### src/rtl/hazard_forward_ctrl_pkg.sv
// Shared definitions for the pipeline hazard/forwarding controller:
// forwarding-mux encodings, controller state codes and the select priority helper.
package hazard_forward_ctrl_pkg;

  localparam logic [1:0] FWD_REG   = 2'b00;
  localparam logic [1:0] FWD_EXMEM = 2'b10;
  localparam logic [1:0] FWD_MEMWB = 2'b01;

  typedef enum logic [1:0] {
    ST_RUN        = 2'b00,
    ST_LOAD_STALL = 2'b01,
    ST_FLUSH      = 2'b10
  } state_t;

  // The youngest producer wins: an EX-stage result shadows an older MEM-stage one.
  function automatic logic [1:0] select_fwd(input logic ex_hit, input logic mem_hit);
    return ex_hit ? FWD_EXMEM : (mem_hit ? FWD_MEMWB : FWD_REG);
  endfunction

endpackage

### src/rtl/hazard_reg_match.sv
// Single source-vs-producer comparator; register 0 is hard-wired and never a dependency.
module hazard_reg_match #(
  parameter int REG_AW = 5
) (
  input  logic              valid,
  input  logic              reg_write,
  input  logic [REG_AW-1:0] src,
  input  logic [REG_AW-1:0] dest,
  output logic              hit
);

  assign hit = valid & reg_write & (dest == src) & (src != '0);

endmodule

### src/rtl/hazard_forward_ctrl.sv
// RAW hazard detection, operand forwarding selects and stall/flush sequencing for a 5-stage MIPS pipe.
// Define HAZARD_FORWARDING_EN for forwarding; otherwise every dependency on EX/MEM stalls.
module hazard_forward_ctrl
  import hazard_forward_ctrl_pkg::*;
#(
  parameter int REG_AW       = 5,
  parameter int CNT_W        = 16,
  parameter int FLUSH_CYCLES = 1
) (
  input  logic              clk,
  input  logic              reset,
  input  logic              mem_stall,
  input  logic              id_valid,
  input  logic [REG_AW-1:0] id_rs,
  input  logic [REG_AW-1:0] id_rt,
  input  logic              id_uses_rs,
  input  logic              id_uses_rt,
  input  logic [REG_AW-1:0] id_dest,
  input  logic              id_reg_write,
  input  logic              id_mem_read,
  input  logic              ex_branch_taken,
  output logic              pc_write,
  output logic              ifid_write,
  output logic              ifid_flush,
  output logic              idex_bubble,
  output logic [1:0]        fwd_a_sel,
  output logic [1:0]        fwd_b_sel,
  output logic [CNT_W-1:0]  stall_count,
  output logic [1:0]        state
);

  localparam int FC_W = (FLUSH_CYCLES > 1) ? $clog2(FLUSH_CYCLES) : 1;

  state_t state_q, state_d;
  logic [FC_W-1:0] flush_left_q, flush_left_d;

  // The WB stage is not tracked: the register file is write-before-read, so it never matters.
  logic              ex_valid, ex_reg_write, ex_mem_read;
  logic [REG_AW-1:0] ex_dest;
  logic              mem_valid, mem_reg_write;
  logic [REG_AW-1:0] mem_dest;

  logic rs_ex_hit, rt_ex_hit, rs_mem_hit, rt_mem_hit;
  logic load_use, hazard, hazard_stall;

  hazard_reg_match #(.REG_AW(REG_AW)) u_rs_ex (
    .valid(ex_valid), .reg_write(ex_reg_write), .src(id_rs), .dest(ex_dest), .hit(rs_ex_hit)
  );
  hazard_reg_match #(.REG_AW(REG_AW)) u_rt_ex (
    .valid(ex_valid), .reg_write(ex_reg_write), .src(id_rt), .dest(ex_dest), .hit(rt_ex_hit)
  );
  hazard_reg_match #(.REG_AW(REG_AW)) u_rs_mem (
    .valid(mem_valid), .reg_write(mem_reg_write), .src(id_rs), .dest(mem_dest), .hit(rs_mem_hit)
  );
  hazard_reg_match #(.REG_AW(REG_AW)) u_rt_mem (
    .valid(mem_valid), .reg_write(mem_reg_write), .src(id_rt), .dest(mem_dest), .hit(rt_mem_hit)
  );

  assign load_use = id_valid & ex_mem_read &
                    ((id_uses_rs & rs_ex_hit) | (id_uses_rt & rt_ex_hit));

`ifdef HAZARD_FORWARDING_EN
  assign hazard = load_use;
`else
  // Without forwarding a consumer must wait until its producer has left MEM.
  assign hazard = load_use |
                  (id_valid & ((id_uses_rs & (rs_ex_hit | rs_mem_hit)) |
                               (id_uses_rt & (rt_ex_hit | rt_mem_hit))));
`endif

  // Priority: memory freeze, then taken branch, then pending flush cycles, then hazard stall.
  always_comb begin
    state_d      = state_q;
    flush_left_d = flush_left_q;
    pc_write     = 1'b1;
    ifid_write   = 1'b1;
    ifid_flush   = 1'b0;
    idex_bubble  = 1'b0;
    hazard_stall = 1'b0;
    if (mem_stall) begin
      pc_write   = 1'b0;
      ifid_write = 1'b0;
    end else if (ex_branch_taken) begin
      ifid_flush   = 1'b1;
      idex_bubble  = 1'b1;
      state_d      = ST_FLUSH;
      flush_left_d = FC_W'(FLUSH_CYCLES - 1);
    end else if (state_q == ST_FLUSH && flush_left_q != '0) begin
      ifid_flush   = 1'b1;
      idex_bubble  = 1'b1;
      flush_left_d = flush_left_q - 1'b1;
      state_d      = (flush_left_q == FC_W'(1)) ? ST_RUN : ST_FLUSH;
    end else if (hazard) begin
      pc_write     = 1'b0;
      ifid_write   = 1'b0;
      idex_bubble  = 1'b1;
      hazard_stall = 1'b1;
      state_d      = ST_LOAD_STALL;
    end else begin
      state_d = ST_RUN;
    end
  end

  always_ff @(posedge clk or posedge reset) begin
    if (reset) begin
      state_q       <= ST_RUN;
      flush_left_q  <= '0;
      ex_valid      <= 1'b0;
      ex_reg_write  <= 1'b0;
      ex_mem_read   <= 1'b0;
      ex_dest       <= '0;
      mem_valid     <= 1'b0;
      mem_reg_write <= 1'b0;
      mem_dest      <= '0;
      stall_count   <= '0;
    end else if (!mem_stall) begin
      state_q       <= state_d;
      flush_left_q  <= flush_left_d;
      ex_valid      <= id_valid & ~idex_bubble;
      ex_reg_write  <= id_reg_write;
      ex_mem_read   <= id_mem_read;
      ex_dest       <= id_dest;
      mem_valid     <= ex_valid;
      mem_reg_write <= ex_reg_write;
      mem_dest      <= ex_dest;
      if (hazard_stall && stall_count != {CNT_W{1'b1}}) begin
        stall_count <= stall_count + 1'b1;
      end
    end
  end

`ifdef HAZARD_FORWARDING_EN
  // Selects travel with the instruction into EX; a bubble gets register-file operands.
  always_ff @(posedge clk or posedge reset) begin
    if (reset) begin
      fwd_a_sel <= FWD_REG;
      fwd_b_sel <= FWD_REG;
    end else if (!mem_stall) begin
      if (id_valid && !idex_bubble) begin
        fwd_a_sel <= select_fwd(rs_ex_hit, rs_mem_hit);
        fwd_b_sel <= select_fwd(rt_ex_hit, rt_mem_hit);
      end else begin
        fwd_a_sel <= FWD_REG;
        fwd_b_sel <= FWD_REG;
      end
    end
  end
`else
  assign fwd_a_sel = FWD_REG;
  assign fwd_b_sel = FWD_REG;
`endif

  assign state = state_q;

endmodule

### config.mk
export PLATFORM = sky130hd
export DESIGN_NAME = hazard_forward_ctrl
export DESIGN_NICKNAME = d
export VERILOG_FILES = /design/src/rtl/hazard_forward_ctrl_pkg.sv /design/src/rtl/hazard_reg_match.sv /design/src/rtl/hazard_forward_ctrl.sv
export SDC_FILE = /design/constraint.sdc
export NUM_CORES = 1
export LEC_CHECK = 0
export CORE_AREA = 2 2 63 124
export DETAILED_ROUTE_END_ITERATION = 7
export DIE_AREA = 0 0 65 126
export PLACE_DENSITY = 0.54
export SLEW_MARGIN = 30
export SYNTH_ARGS = -nofsm -noshare
export SYNTH_HDL_FRONTEND = slang
export SYNTH_SLANG_ARGS = --single-unit
### constraint.sdc
create_clock -name clk -period 1.8 [get_ports clk]
set_input_delay 0.18 -clock clk [delete_from_list [all_inputs] [get_ports clk]]
set_output_delay 0.18 -clock clk [all_outputs]
set_load 0.01 [all_outputs]
==> flow_summary.rst <==
.. list-table::
   :header-rows: 1

   * - Metric
     - Value
   * - Outcome
     - finished, violations left
   * - Failing checks
     - negative setup slack
   * - Total number of vias
     - between 1000 and 1500
   * - Area of the placeable core
     - roughly 0.0072 mm2
   * - Worst-case hold slack
     - 316 ps
   * - Synth Instances
     - ~150
   * - Met3 WL post-DR
     - roughly 170 um
   * - Worst-case clock skew
     - 5.18 ps
   * - Fraction of power spent switching nets
     - approximately 23%
   * - Warnings, synthesis
     - 0
   * - Via count of the first global-routing pass
     - approximately 1600
   * - Total of hold buffers inserted after clock tree synthesis
     - 0
   * - Proportion of power drawn by combinational gates
     - 15.0%
   * - Reported net switching power
     - 460 uW
   * - Final setup violation count
     - 19
   * - Final worst slack
     - -332 ps
   * - Kind of path behind the tightest hold check
     - in2async
   * - Internal power contribution
     - approximately 1.5 mW
   * - Start of the worst register-to-register path
     - ex_dest[2]$_DFFE_PP0N_
   * - Post-route fraction of the period consumed by the critical path
     - 118%
   * - Worst path required time
     - approximately 2000 ps
   * - Worst-path cell with the longest stage delay
     - dfrtp_1
   * - Met2 WL
     - just under 3 mm
   * - Die area
     - ~0.0082 mm2
   * - Wire length the detailed router placed on met1
     - roughly 1.5 mm
   * - PwrDens
     - between 700 and 800 mW/mm2
   * - Startpoint kind of the worst setup timing path
     - register
   * - Capturing element type of the critical path
     - register
   * - Wire length of the first global-routing pass
     - 7.56 mm
   * - H-tree level count
     - 2
   * - Vias/cell
     - between 4 and 5
   * - Antenna diode instance count
     - 0
   * - Placed instance count
     - about 320
   * - GR Overflow Total
     - 0
   * - Latest clock arrival within the worst-skew pair
     - 270 ps
   * - Asr flop ratio synth
     - between 90% and 100%
   * - First element of the critical path
     - ex_dest[2]$_DFFE_PP0N_
   * - Cells traversed along the worst timing path
     - xor2_1, nor4_2, a22oi_1, o22ai_2, buf_4, and3_4, buf_12, mux2_4
   * - CTS clock-pin slew for the worst setup and hold paths
     - roughly 50 ps
   * - Highest Clock Rate
     - between 0.4 and 0.5 GHz
   * - Leading register cell type out of synthesis
     - dfrtp_1
   * - Cell family contributing the most delay on the critical path
     - simple AND/OR/NAND/NOR gates
   * - Number of nets in the layout
     - 264
   * - Top-level I/O count
     - 50
   * - Area of the mapped netlist
     - around 0.0017 mm2
   * - Initial antenna violation count
     - 0
   * - Global router's overall resource usage
     - between 10% and 20%
   * - Setup TNS after final layout
     - -4960 ps
   * - Avg WL per Cell
     - approximately 14 um
   * - DRC violation total after the first TritonRoute iteration
     - 16
   * - FF+latch count, synth
     - 33
   * - Placed wire-length estimate
     - ~3.5 mm
   * - Average cell area after synthesis
     - approximately 11 um2
   * - CTS tree
     - yes
   * - Final WL
     - 4.60 mm
   * - Arrival @ worst endpoint
     - roughly 2300 ps
   * - Die boundary height
     - roughly 130 um
   * - Port bufs
     - 44
   * - Sequential area share after synthesis
     - ~47%
   * - Part of the power in the clock network
     - between 40 and 50%
   * - Post-synthesis to final-layout area growth
     - 63.3%
   * - First drt pass iteration count
     - 4
   * - Type of the worst setup path
     - reg2reg
   * - Shortest clock period the worst path allows after layout
     - 2130 ps
   * - TritonCTS sink count
     - 33
   * - Effective utilization at floorplan
     - around a quarter
   * - Maximum fanout along the worst path
     - 8
   * - Final hold viol count
     - 0
   * - Count of unresolved DRC violations after routing
     - 0
   * - Unrepaired setup endpoints after global routing
     - true
   * - Layout cells sized above 1
     - between 30% and 40%
   * - Post-route insts no fill
     - between 300 and 400
   * - Number of distinct library cells after synthesis
     - 32
   * - Max-slew violations
     - 0
   * - Die boundary width
     - 65 um
   * - CP Buf/Inv Count
     - 2
   * - Buffer cell driving the clock tree root
     - clkbuf_16
   * - Static Leak
     - approximately 1.3 nW
   * - Row count
     - 44
   * - Max Cap Violations
     - 0
   * - Util after Layout
     - between 30 and 40%
   * - Max Used Layer
     - met4
   * - Crit-path max cell delay
     - 420 ps
   * - Worst ir drop on vdd
     - between 0.0005 and 0.0006 V
   * - Maximum count of clock buffers along a single path
     - 2
   * - Gp weighted congestion
     - about 0.8
   * - Total clock buffers created by CTS
     - 5
   * - Remaining number of nets flagged by the antenna check after routing
     - 0
   * - Maximum number of pins on one net before global-route repair
     - 34
   * - Number of enable flip-flop cells after synthesis
     - 0
   * - Sequential Power Share
     - 41.3%
routing by layer:
metal / global-route usage [%] / vias up
met5: 0 / -
met3: 2.23 / 2
li1: - / 698
met4: 4.13 / 0
met1: 10.4 / 707
met2: 25.8 / 29
registers in the layout, summed over array words and instances, names as in the netlist:
name and cells:
stall_count 16, ex_dest 5, mem_dest 5, state 2, ex_reg_write 1, ex_valid 1, flush_left_q 1, mem_reg_write 1
mem_valid 1
per-stage QoR:
step	worst slack (ps)	power (mW)	cell area, um2
5_1_grt	-395	2.10	2850
4_1_cts	-372	2.04	2800
3_5_place_dp	-763	1.14	2510
2_1_floorplan	-86.6	0.977	1750
6_report	-332	2.00	2850
3_3_place_gp	-747	1.13	2510
cell usage in the layout (no fill, tap or decap), types with 5 or more instances in the layout:
cell / instances
and3_1: 6
buf_4: 35
clkbuf_16: 5
clkdlybuf4s50_1: 35
dfrtp_1: 32
mux2_2: 14
nand2_1: 5
nand4_1: 8
nor2_1: 5
xnor2_1: 11
xor2_1: 22
final timing paths:
kind	slack (ps)	end	cells after the start
worst min-delay path	320	ex_reg_write$_DFFE_PP0N_	3
min in group clk	490	stall_count[9]$_DFFE_PP0P_	1
max in group asynchronous	1160	ex_dest[3]$_DFFE_PP0N_	3
worst max register to register	-330	stall_count[1]$_DFFE_PP0P_	8
worst min register to register	490	stall_count[9]$_DFFE_PP0P_	1
worst max-delay path	-330	stall_count[1]$_DFFE_PP0P_	8
power by group through the flow:
stage / Sequential, mW / Combinational, mW / Clock, mW
after floorplan: 0.835 / 0.142 / 0
after global placement: 0.843 / 0.291 / 0
after detailed placement: 0.844 / 0.292 / 0
after CTS: 0.830 / 0.303 / 0.912
after global routing: 0.834 / 0.329 / 0.942
final: 0.828 / 0.300 / 0.875
worst register-to-register path, stage by stage, from the launching register on:
cell     delay [ps]
dfrtp_1         420
xor2_1          170
nor4_2          300
a22oi_1         140
o22ai_2         210
buf_4           150
and3_4          220
buf_12          130
mux2_4          290
cells in the mapped netlist (2+ instances only):
cell,n,area (um2)
a31oi_1,2,12.5
nor2_1,5,18.8
inv_1,3,11.3
mux2_2,15,169
xnor2_1,12,105
buf_1,2,7.51
buf_4,5,37.5
dfrtp_1,33,826
and3_1,8,50.1
xor2_1,22,193
nand4_1,8,50.1
nor4_1,3,18.8
a22oi_1,2,15.0
or4_1,2,15.0
o21ai_0,2,10.0
nand3_1,3,15.0
nand2b_1,2,12.5
nand2_1,9,33.8
and4_1,3,26.3
kinds of logic after synthesis:
group,Yosys count,share of synthesized area [%]
simple gates,47,15.7
xor+xnor,34,17.1
flops,33,47.4
mux,15,9.69
buf+inv,13,5.24
compound gates,10,4.02
fa+ha+maj,1,0.718
other cells,1,0.215
final cells by class:
class / instances / area [um2]
Multi-Input combinational cell: 111 / 951
Fill cell: 724 / 4370
Inverter: 3 / 11.3
Clock buffer: 7 / 153
Timing Repair Buffer: 85 / 785
Tap cell: 92 / 115
Clock inverter: 1 / 5.00
Sequential cell: 33 / 827
timing repair:
item | in CTS | in global routing
pin swaps | 23 | 9
gates cloned | 1 | 0
buffers inserted | 5 | 0
endpoints found under the setup margin | 21 | 20
gates resized for setup | 39 | 10
Power figures use the tool's default switching activity.
